<file path="config.mk">
export PLATFORM = sky130hd
export DESIGN_NAME = diff_seq_ctrl
export DESIGN_NICKNAME = d
export VERILOG_FILES = /design/src/rtl/kgp_diff_pkg.sv /design/src/rtl/diff_chunk_pe.sv /design/src/rtl/diff_seq_ctrl.sv
export SDC_FILE = /design/constraint.sdc
export NUM_CORES = 1
export LEC_CHECK = 0
export ABC_AREA = 1
export ABC_CLOCK_PERIOD_IN_PS = 1900
export BUFFER_PORTS_ARGS = -buffer_cell sky130_fd_sc_hd__buf_2
export CAP_MARGIN = 20
export CORE_ASPECT_RATIO = 1.75
export CORE_MARGIN = 3
export CORE_UTILIZATION = 40
export DETAILED_ROUTE_END_ITERATION = 12
export PLACE_DENSITY = 0.69
export SETUP_SLACK_MARGIN = 0.5
export SLEW_MARGIN = 5
export SYNTH_ARGS = -nofsm -noshare
export SYNTH_HDL_FRONTEND = slang
export SYNTH_SLANG_ARGS = --single-unit
</file>
<file path="constraint.sdc">
create_clock -name clk -period 1.9 [get_ports clk]
set_input_delay 0.19 -clock clk [delete_from_list [all_inputs] [get_ports clk]]
set_output_delay 0.19 -clock clk [all_outputs]
set_load 0.02 [all_outputs]
</file>
<file path="src/rtl/kgp_diff_pkg.sv">
// Shared definitions for the KGP-RISC diff engine controller:
// FSM encoding, requester IDs and default geometry.
package kgp_diff_pkg;

    typedef enum logic [1:0] {
        S_IDLE = 2'd0,
        S_SCAN = 2'd1,
        S_DONE = 2'd2
    } state_t;

    localparam logic REQ_ALU = 1'b0;
    localparam logic REQ_DBG = 1'b1;

    localparam int DEF_WIDTH = 32;
    localparam int DEF_STEP  = 4;
    localparam int DEF_IDX_W = 6;

endpackage

</file>
<file path="src/rtl/diff_chunk_pe.sv">
// Lowest-set-bit priority encoder over one STEP-bit chunk of the xor word.
module diff_chunk_pe #(
    parameter int STEP  = 4,
    parameter int POS_W = (STEP > 1) ? $clog2(STEP) : 1
) (
    input  logic [STEP-1:0]  bits,
    output logic             found,
    output logic [POS_W-1:0] pos
);

    always_comb begin
        found = |bits;
        pos   = '0;
        // Scan downwards so the lowest set bit is the last one written.
        for (int i = STEP - 1; i >= 0; i--) begin
            if (bits[i]) begin
                pos = POS_W'(i);
            end
        end
    end

endmodule

</file>
<file path="src/rtl/diff_seq_ctrl.sv">
// Round-robin shared iterative diff engine: reports the lowest bit index
// where rs and rt differ (WIDTH when equal), scanning STEP bits per cycle.
module diff_seq_ctrl
    import kgp_diff_pkg::*;
#(
    parameter int WIDTH = DEF_WIDTH,
    parameter int STEP  = DEF_STEP,
    parameter int IDX_W = DEF_IDX_W
) (
    input  logic             clk,
    input  logic             rst,
    input  logic             req0_valid,
    output logic             req0_ready,
    input  logic [WIDTH-1:0] req0_rs,
    input  logic [WIDTH-1:0] req0_rt,
    input  logic             req1_valid,
    output logic             req1_ready,
    input  logic [WIDTH-1:0] req1_rs,
    input  logic [WIDTH-1:0] req1_rt,
    output logic             resp_valid,
    input  logic             resp_ready,
    output logic             resp_id,
    output logic [WIDTH-1:0] resp_out
);

    localparam int POS_W = (STEP > 1) ? $clog2(STEP) : 1;

    state_t           state_q, state_d;
    logic [WIDTH-1:0] x_q, x_d;
    logic [IDX_W-1:0] idx_q, idx_d;
    logic             id_q, id_d;
    logic             last_grant_q, last_grant_d;
    logic             resp_valid_q, resp_valid_d;
    logic             resp_id_q, resp_id_d;
    logic [WIDTH-1:0] resp_out_q, resp_out_d;

    logic             grant0, grant1;
    logic             pe_found;
    logic [POS_W-1:0] pe_pos;

    // On contention the requester that did not win last time is granted.
    assign grant0 = req0_valid && (!req1_valid || (last_grant_q == REQ_DBG));
    assign grant1 = req1_valid && (!req0_valid || (last_grant_q == REQ_ALU));

    diff_chunk_pe #(
        .STEP  (STEP),
        .POS_W (POS_W)
    ) u_pe (
        .bits  (x_q[STEP-1:0]),
        .found (pe_found),
        .pos   (pe_pos)
    );

    always_comb begin
        state_d      = state_q;
        x_d          = x_q;
        idx_d        = idx_q;
        id_d         = id_q;
        last_grant_d = last_grant_q;
        resp_valid_d = resp_valid_q;
        resp_id_d    = resp_id_q;
        resp_out_d   = resp_out_q;
        req0_ready   = 1'b0;
        req1_ready   = 1'b0;

        case (state_q)
            S_IDLE: begin
                req0_ready = grant0;
                req1_ready = grant1;
                if (grant0) begin
                    x_d          = req0_rs ^ req0_rt;
                    idx_d        = '0;
                    id_d         = REQ_ALU;
                    last_grant_d = REQ_ALU;
                    state_d      = S_SCAN;
                end else if (grant1) begin
                    x_d          = req1_rs ^ req1_rt;
                    idx_d        = '0;
                    id_d         = REQ_DBG;
                    last_grant_d = REQ_DBG;
                    state_d      = S_SCAN;
                end
            end

            S_SCAN: begin
                if (x_q == '0) begin
                    resp_out_d   = WIDTH'(WIDTH);
                    resp_id_d    = id_q;
                    resp_valid_d = 1'b1;
                    state_d      = S_DONE;
                end else if (pe_found) begin
                    resp_out_d   = WIDTH'(idx_q) + WIDTH'(pe_pos);
                    resp_id_d    = id_q;
                    resp_valid_d = 1'b1;
                    state_d      = S_DONE;
                end else begin
                    // x is nonzero here, so idx stops short of WIDTH.
                    x_d   = x_q >> STEP;
                    idx_d = idx_q + IDX_W'(STEP);
                end
            end

            S_DONE: begin
                if (resp_ready) begin
                    resp_valid_d = 1'b0;
                    state_d      = S_IDLE;
                end
            end

            default: begin
                state_d = S_IDLE;
            end
        endcase
    end

    always_ff @(posedge clk) begin
        if (!rst) begin
            state_q      <= S_IDLE;
            x_q          <= '0;
            idx_q        <= '0;
            id_q         <= 1'b0;
            last_grant_q <= 1'b1;
            resp_valid_q <= 1'b0;
            resp_id_q    <= 1'b0;
            resp_out_q   <= '0;
        end else begin
            state_q      <= state_d;
            x_q          <= x_d;
            idx_q        <= idx_d;
            id_q         <= id_d;
            last_grant_q <= last_grant_d;
            resp_valid_q <= resp_valid_d;
            resp_id_q    <= resp_id_d;
            resp_out_q   <= resp_out_d;
        end
    end

    assign resp_valid = resp_valid_q;
    assign resp_id    = resp_id_q;
    assign resp_out   = resp_out_q;

endmodule
</file>
==> flow_metrics.tcl, run 1 <==
set metrics [dict create \
    clk_pin_slew_ns 0.07 \
    cts_buffers 5 \
    worstSetupEndpoint "x_q[15]" \
    synth_top_family_by_area "simple AND/OR/NAND/NOR gates" \
    maxSlewViolCount 0 \
    synthFlopType "dfxtp_1" \
    area_growth_pct 40.37 \
    yosys-top-cells-area "dfxtp_1 27%, nor2_1 13%, nand2_1 10%, xnor2_1 8.3%, xor2_1 8.0%" \
    clock_sinks 49 \
    power.switching_w 0.001939 \
    rsz0062_at_grt "true" \
    synth_most_common_cell "nor2_1" \
    synth_top_area_share_pct 27.19 \
    wl_um 10260 \
    grt_pass1_wl_um 16660 \
    drc 0 \
    syn_area_um2 3607 \
    dp_hpwl_um 7470 \
    tightest_slew_ns 0.9804 \
    drtIter0Drc 157 \
    status "complete, no violations" \
    hp-class "input pin to register" \
    place_congestion 0.8982 \
    worstReg2RegStart "x_q[2]" \
    timing.fmax_mhz 653.2 \
    worst-setup-path-type "register to register" \
    start_kind "register" \
    placement.io_buffers 143 \
    fin_hold_ws_ns 0.1730 \
    ant_nets 0 \
    cp-startpoint "x_q[2]" \
    clockRootBuffer "clkbuf_16" \
    synth_enable_flop_cells 0 \
    yosysSeqAreaShare_pct 27.19 \
    die_y_um 131.6 \
    setup_viol 0 \
    antenna_found_initial 0 \
    maxCapViolations 0 \
    multi_input_area_um2 2484 \
    fin_crit_ns 1.531 \
    ys_top_cells_by_count "124 x nor2_1, 96 x nand2_1, 49 x dfxtp_1, 34 x inv_1, 34 x xnor2_1" \
    power_frac_clock_pct 19.5 \
    dr_total_vias 3913 \
    p_int_w 0.002905 \
    cts_tree "done" \
    worstSkewPairLatency_ns 0.29 \
    arrival_ns 1.71 \
    clk_path_buf_depth 2 \
    synth_cell_type_count 31 \
    vdd_drop_max_uv 507.8 \
    die_w_um 77.79 \
    grt.overflow.total 0 \
    die_area_um2 10240 \
    synthMuxAreaShare_pct 0 \
    diodes 0 \
    globalRouteTotalUtil_pct 19.78 \
    reg2reg_to "x_q[15]" \
    syn_avg_cell_area_um2 6.668 \
    postSynthCellCount 541 \
    period_share_pct 80.58 \
    crit_fanout 7 \
    routedWlPerCell_um 12.47 \
    io_pins 169 \
    yosys.area_share.simple_pct 28.48 \
    synth-adder-area-share_pct 0.6937 \
    reg2regPathDepth 8 \
    share_comb_of_total_power_pct 49.3 \
    slew-limit-headroom_pct 34.57 \
    synth_compound_area_share_pct 14.53 \
    fin_nets 840 \
    start_util_pct 41.33 \
    clock_skew_ns 0.003996 \
    yosysWarnings 0 \
    r2r_setup_slack_ns 0.37 \
    tns_ns 0 \
    core.rowCount 45 \
    end_kind "register" \
    synth-seq-cells 49 \
    synthArstFlopShare_pct 0 \
    grt_pass1_vias 3773 \
    grt_max_degree 55 \
    synth_top_area_cell "dfxtp_1" \
    drive_gt1_share_pct 36.26 \
    nFillCells 824 \
    pwr_density_cell_nw_per_um2 956.8 \
    core_area_um2 8727 \
    regArea_um2 1007 \
    synth-xor-area-share_pct 16.27 \
    swShare_pct 40.03 \
    dr.pass1.iters 4 \
    required_ns 2.08 \
    vias_per_cell 4.755 \
    leakagePower_nw 2.519 \
    finalHoldViolCount 0 \
    power_frac_seq_pct 31.3 \
    h-tree-depth 2 \
]
==> logic make-up (layout without fill, tap and decap cells) <==
family                     after synthesis  after routing
buffers and inverters                   86            224
AOI/OAI and AO/OA                       83             83
adders and majority gates                2              2
other                                    1             26
and+or+nand+nor                        253            255
DFF                                     49             49
xor gates and xnor gates                67             67
==> per-stage QoR <==
stage	total power [W]	instances	utilization, %	worst slack [ns]	area, um^2
final	0.004845	823	58.02	0.3690	5064
after floorplan	0.002813	566	-	0.3805	3712
after detailed placement	0.003291	786	49.79	0.08743	4345
after global placement	0.003255	786	49.79	0.1226	4345
after CTS	0.004634	818	56.09	0.3893	4895
after global routing	0.005184	823	58.02	0.2838	5064
==> metal layers <==
metal / vias up / share of wire, % / track usage (%)
li1: 2000 / - / -
met1: 1740 / 34 / 20.06
met2: 138 / 56 / 37.45
met3: 35 / 5.3 / 2.881
met4: 0 / 4.4 / 10.59
met5: - / 0 / 0
==> cell type report <==
class                   instances  area share, %
multi-input cells             433          49.05
inverters                      37          2.990
flip-flops and latches         49          19.89
clock inverters                 1        0.09884
clock buffers                   7          3.015
repair buffers                179          22.07
well taps                     117          2.891
==> critical path, cell delays in order (launching register included) <==
cell and delay (ns):
dfxtp_2 0.34, nor2_4 0.12, nand2_2 0.10, buf_6 0.14, o21ai_4 0.21, nand2_8 0.15
buf_6 0.16, o21bai_1 0.14, nor2_1 0.06
==> worst min-delay path by stage <==
| stage | startpoint | depth (start not counted) | to | slack (ns) |
|---|---|---|---|---|
| final | resp_ready | 3 | state_q[1] | 0.17 |
| after global routing | resp_ready | 3 | state_q[1] | 0.18 |
| after CTS | resp_ready | 3 | state_q[1] | 0.18 |
| after detailed placement | resp_id | 2 | resp_id | 0.45 |
| after global placement | resp_id | 2 | resp_id | 0.45 |
| after floorplan | rst | 2 | idx_q[2] | 0.32 |
==> registers in the layout, summed over array words and instances (netlist names) <==
signal / flops
state_q: 2
x_q: 32
resp_valid: 1
last_grant_q: 1
resp_id: 1
resp_out: 7
id_q: 1
idx_q: 4
==> power groups by stage <==
stage / Clock (W) / Sequential (W) / Combinational, W
floorplan: 0 / 0.00145 / 0.00136
global placement: 0 / 0.00147 / 0.00178
detailed placement: 0 / 0.00148 / 0.00181
CTS: 0.000943 / 0.00147 / 0.00222
global route: 0.000992 / 0.00155 / 0.00264
finish: 0.000943 / 0.00152 / 0.00239
==> layout by cell type, fill, tap and decap left out, types with 2 or more instances in the layout <==
master	synthesis	final
dfxtp_2	0	12
nand2_4	1	2
o21ai_4	1	3
buf_6	4	11
nand2_8	0	3
clkbuf_16	0	5
xor2_1	33	33
o22ai_2	0	2
nand2_2	2	13
o22ai_1	25	23
nor2_4	1	6
inv_2	3	2
buf_12	0	5
dfxtp_1	49	34
ha_1	2	2
conb_1	1	26
nand3b_1	2	2
nand4_1	6	6
o21bai_1	25	24
dfxtp_4	0	3
buf_2	4	142
buf_4	27	20
nor2_1	124	104
nor2_2	2	17
nand2_1	96	83
and2_1	2	2
o21ai_0	13	12
a21oi_1	18	17
inv_1	34	34
clkbuf_8	0	2
xnor2_1	34	34
nand3_1	13	13
nor3_2	0	2
==> timing repair <==
item / 4_1_cts / 5_1_grt
gates resized for setup: 37 / 46
buffers inserted: 21 / 5
endpoints found under the setup margin: 46 / 49
pin swaps: 13 / 24
cloned: 3 / 0
hold buffers: 0 / 0
Power figures use the tool's default switching activity.
==> run 2, diff against run 1 <==
--- a/config.mk
+++ b/config.mk
@@ -6,14 +6,14 @@
 export NUM_CORES = 1
 export LEC_CHECK = 0
 export ABC_AREA = 1
-export ABC_CLOCK_PERIOD_IN_PS = 1900
+export ABC_CLOCK_PERIOD_IN_PS = 1300
 export BUFFER_PORTS_ARGS = -buffer_cell sky130_fd_sc_hd__buf_2
 export CAP_MARGIN = 20
 export CORE_ASPECT_RATIO = 1.75
 export CORE_MARGIN = 3
 export CORE_UTILIZATION = 40
 export DETAILED_ROUTE_END_ITERATION = 12
-export PLACE_DENSITY = 0.69
+export PLACE_DENSITY = 0.72
 export SETUP_SLACK_MARGIN = 0.5
 export SLEW_MARGIN = 5
 export SYNTH_ARGS = -nofsm -noshare
==> constraint.sdc (replaced) <==
create_clock -name clk -period 1.3 [get_ports clk]
set_input_delay 0.13 -clock clk [delete_from_list [all_inputs] [get_ports clk]]
set_output_delay 0.13 -clock clk [all_outputs]
set_load 0.02 [all_outputs]
==> flow_metrics.tcl, run 2 (synthesis results as in run 1) <==
set metrics [dict create \
    status "complete, but fails checks" \
    violations "negative setup slack" \
    vdd_drop_max_uv 711.0 \
    wl_um 11500 \
    grt_pass1_vias 4051 \
    placed_cell_area_um2 4777 \
    multi_input_area_um2 2516 \
    diodes 0 \
    dp_hpwl_um 7783 \
    grt_max_degree 35 \
    final_util_pct 64.59 \
    clockRootBuffer "clkbuf_16" \
    clock_skew_ns 0.007443 \
    timing.fmax_mhz 598.1 \
    drc 0 \
    clk_path_buf_depth 2 \
    start_util_pct 41.33 \
    die_area_um2 10240 \
    routedWlPerCell_um 13.17 \
    fin_nets 890 \
    core_area_um2 8727 \
    worst-setup-path-type "register to register" \
    place_congestion 0.9831 \
    maxSlewViolCount 0 \
    arrival_ns 1.89 \
    setup_viol 48 \
    dpl_worst_slack_ns -0.2461 \
    finalHoldViolCount 0 \
    largest_reg_flops 32 \
    area_growth_pct 56.26 \
    dr.pass1.iters 4 \
    vias_per_cell 4.781 \
    globalRouteTotalUtil_pct 21.01 \
    leakagePower_nw 2.824 \
    layout_common_cells "132 x buf_2, 101 x nor2_1, 79 x nand2_1" \
    rsz0062_at_grt "true" \
    drtIter0Drc 246 \
    start_kind "register" \
    cts_buffers 5 \
    finalWorstSetupSlack_ns -0.3719 \
    core.rowCount 45 \
    cts_tree "done" \
    end_kind "register" \
    clk_pin_slew_ns 0.07 \
    postLayoutCellArea_um2 5637 \
    crit_fanout 7 \
    grt.overflow.total 0 \
    top_register "x_q" \
    pwr_density_cell_nw_per_um2 1454 \
    dr_total_vias 4174 \
    die_y_um 131.6 \
    nFillCells 693 \
    ant_nets 0 \
    h-tree-depth 2 \
    placement.io_buffers 143 \
    regArea_um2 1012 \
    antenna_found_initial 0 \
    maxCapViolations 0 \
    period_share_pct 128.6 \
    io_pins 169 \
    final_common_cell "buf_2" \
    drive_gt1_share_pct 43.12 \
    hp-class "input pin to register" \
    required_ns 1.52 \
    fin_crit_ns 1.672 \
    worstSkewPairLatency_ns 0.29 \
    clock_sinks 49 \
    die_w_um 77.79 \
    grt_pass1_wl_um 17820 \
]
-- run 2: cell count changes in the layout (fill, tap and decap cells not counted), sizes merged --
cell,previous run,this run
nand2,101,99
buf,178,228
bufinv,0,2
-- run 2: worst paths after layout --
| path | startpoint | end | slack [ns] | cells past startpoint |
|---|---|---|---|---|
| setup reg to reg | x_q[6] | x_q[3] | -0.37 | 10 |
| hold reg to reg | resp_out[4] | resp_out[4] | 0.47 | 2 |
| hold / removal | resp_ready | state_q[1] | 0.14 | 3 |
| setup / recovery | x_q[6] | x_q[3] | -0.37 | 10 |
-- run 2: metrics by stage --
step           TNS, ns  power (W)  instances  hold WS [ns]
2_1_floorplan   -7.917   0.004117        566        0.2561
5_1_grt         -15.31   0.008703        873        0.1576
3_3_place_gp    -5.949   0.005359        838        0.4220
6_report        -11.66   0.008195        873        0.1376
3_5_place_dp    -8.504   0.005431        838        0.4289
4_1_cts         -7.634   0.007667        864        0.1327
-- run 2: repair_timing --
item | 4_1_cts | 5_1_grt
hold buffers | 0 | 0
setup endpoints to repair | 60 | 60
setup buffers | 16 | 7
pin swaps | 10 | 27
gates resized for setup | 79 | 45
gates cloned | 2 | 2
-- run 2: layer usage --
| metal | GRT usage (%) | wire (um) | vias to the layer above |
|---|---|---|---|
| met5 | 0 | 0 | - |
| met4 | 10.10 | 673 | 0 |
| met3 | 3.018 | 645 | 48 |
| met2 | 40.51 | 6483 | 176 |
| met1 | 21.19 | 3698 | 1860 |
| li1 | - | - | 2090 |
-- run 2: layout make-up --
| cell class | count | area share (%) |
|---|---|---|
| Clock buffer | 5 | 2.220 |
| Clock inverter | 3 | 1.154 |
| Inverter | 37 | 2.686 |
| Multi-Input combinational cell | 431 | 44.64 |
| Sequential cell | 49 | 17.96 |
| Tap cell | 117 | 2.597 |
| Timing Repair Buffer | 231 | 28.75 |
-- run 2: critical path: stages (launching register included) --
cell and delay (ns):
dfxtp_1 0.36, nor2_2 0.15, nand2_1 0.08, nor2_1 0.11, nand2_2 0.08, nor2_2 0.13
nand2_2 0.12, nand2_8 0.19, clkbuf_16 0.17, o21bai_1 0.08, nor2_1 0.13
-- run 2: power breakdown --
part	leakage [nW]	switching [W]	internal [W]
registers	0.413	0.000309	0.00188
logic	2.32	0.00222	0.00212
clock network	0.0938	0.000581	0.00110
==> run 3, diff against run 2 <==
--- a/config.mk
+++ b/config.mk
@@ -12,8 +12,9 @@
 export CORE_ASPECT_RATIO = 1.75
 export CORE_MARGIN = 3
 export CORE_UTILIZATION = 40
+export CTS_BUF_LIST = sky130_fd_sc_hd__clkbuf_4
 export DETAILED_ROUTE_END_ITERATION = 12
-export PLACE_DENSITY = 0.72
+export PLACE_DENSITY_LB_ADDON = 0.25
 export SETUP_SLACK_MARGIN = 0.5
 export SLEW_MARGIN = 5
 export SYNTH_ARGS = -nofsm -noshare
==> constraint.sdc (replaced) <==
create_clock -name clk -period 1.3 [get_ports clk]
set_input_delay 0.13 -clock clk [delete_from_list [all_inputs] [get_ports clk]]
set_output_delay 0.13 -clock clk [all_outputs]
set_load 0.01 [all_outputs]
==> flow_metrics.tcl, run 3 (synthesis results as in run 1) <==
set metrics [dict create \
    routedWlPerCell_um 11.91 \
    drtIter0Drc 214 \
    drive_gt1_share_pct 38.85 \
    worst-setup-path-type "register to register" \
    clock_skew_ns 0.02579 \
    period_share_pct 118.4 \
    die_y_um 131.6 \
    largest_reg_flops 32 \
    finalHoldViolCount 0 \
    cts_tree "done" \
    placement.io_buffers 143 \
    dp_hpwl_um 8038 \
    hp-class "input pin to register" \
    p_total_w 0.006915 \
    place_congestion 0.8788 \
    timing.fmax_mhz 649.6 \
    maxCapViolations 0 \
    dr.pass1.iters 4 \
    cts_buffers 5 \
    start_kind "register" \
    leakagePower_nw 2.686 \
    start_util_pct 41.33 \
    clk_path_buf_depth 2 \
    drc 0 \
    worstSkewPairLatency_ns 0.38 \
    fin_crit_ns 1.539 \
    rsz0062_at_grt "true" \
    grt.overflow.total 0 \
    clock_sinks 49 \
    antenna_found_initial 1 \
    core.rowCount 45 \
    dpl_worst_slack_ns -0.2187 \
    setup_viol 49 \
    placed_cell_area_um2 4840 \
    arrival_ns 1.84 \
    vdd_drop_max_uv 805.7 \
    finalWorstSetupSlack_ns -0.2395 \
    tns_ns -8.926 \
    violations "negative setup slack" \
    grt_pass1_wl_um 16620 \
    status "complete, but fails checks" \
    grt_max_degree 53 \
    end_kind "register" \
    required_ns 1.60 \
    die_w_um 77.79 \
    die_area_um2 10240 \
    clockRootBuffer "clkbuf_4" \
    dr_total_vias 4041 \
    nFillCells 815 \
    cts_hold_buf 0 \
    clk_pin_slew_ns 0.16 \
    crit_fanout 10 \
    io_pins 169 \
    grt_pass1_vias 3957 \
    final_util_pct 61.09 \
    core_area_um2 8727 \
    area_growth_pct 47.80 \
    maxSlewViolCount 0 \
    vias_per_cell 4.661 \
    postLayoutCellArea_um2 5331 \
    h-tree-depth 2 \
    wl_um 10330 \
    pwr_density_cell_nw_per_um2 1297 \
    final_common_cell "buf_2" \
    globalRouteTotalUtil_pct 19.75 \
    top_register "x_q" \
    ant_nets 0 \
    layout_common_cells "133 x buf_2, 114 x nor2_1, 89 x nand2_1" \
    fin_nets 883 \
]
==> run 3: cell types whose count changed in the layout (fill, tap and decap cells not counted), moves of 3 or more <==
| cell | change |
|---|---|
| nor2_1 | +13 |
| nor2_2 | -11 |
| clkbuf_16 | -5 |
| nand2_1 | +10 |
| buf_6 | -8 |
| a21oi_2 | -3 |
| nand2_2 | -7 |
| a21oi_1 | +3 |
| nand2_4 | -3 |
| clkbuf_4 | +5 |
==> run 3: repair_timing <==
action | in CTS | in global routing
gates resized for setup | 42 | 28
setup buffers | 7 | 5
endpoints found under the setup margin | 60 | 60
pin swaps | 5 | 16
gates cloned | 1 | 2
==> run 3: final timing paths <==
| kind | cells past startpoint | to | start | slack (ns) |
|---|---|---|---|---|
| worst max register to register | 11 | x_q[11] | x_q[13] | -0.24 |
| worst min register to register | 2 | resp_id | resp_id | 0.47 |
| worst min-delay path | 3 | state_q[1] | resp_ready | 0.04 |
| worst max-delay path | 11 | x_q[11] | x_q[13] | -0.24 |
==> run 3: final cells by class <==
class / instances / area (um^2) / area share, %
clock inverters: 3 / 41.29 / 0.7745
repair buffers: 224 / 1535 / 28.80
inverters: 37 / 146.4 / 2.746
clock buffers: 5 / 37.54 / 0.7041
flip-flops and latches: 49 / 1013 / 19.01
diodes: 1 / 2.502 / 0.04694
well taps: 117 / 146.4 / 2.746
multi-input cells: 431 / 2409 / 45.18
==> run 3: where the power goes <==
part / leakage (nW) / switching [W] / internal, W
Sequential: 0.413 / 0.000238 / 0.00187
Clock: 0.0389 / 0.000498 / 0.000399
Combinational: 2.23 / 0.00195 / 0.00196
==> run 3: stage by stage <==
| stage | instances | hold slack (ns) |
|---|---|---|
| final | 867 | 0.03974 |
| after global routing | 867 | 0.02238 |
| after CTS | 859 | 0.01847 |
| after detailed placement | 843 | 0.4314 |
| after global placement | 843 | 0.4241 |
| after floorplan | 566 | 0.2561 |
==> run 3: routing by layer <==
metal / track usage [%] / vias to the layer above / wire, um
li1: - / 2082 / -
met1: 18.22 / 1834 / 3521
met2: 40.84 / 102 / 6138
met3: 2.332 / 23 / 370
met4: 8.416 / 0 / 299
met5: 0 / - / 0
==> run 3: critical path, cell delays in order, from the launching register on <==
cell and delay, ns:
dfxtp_2 0.36, nor2_1 0.08, nand2_1 0.10, nor2_2 0.13, nand2_2 0.08, nor2_2 0.11, nand2_2 0.11, nand2_8 0.16
buf_12 0.16, nand2_2 0.04, nand2_1 0.06, nor2_1 0.05
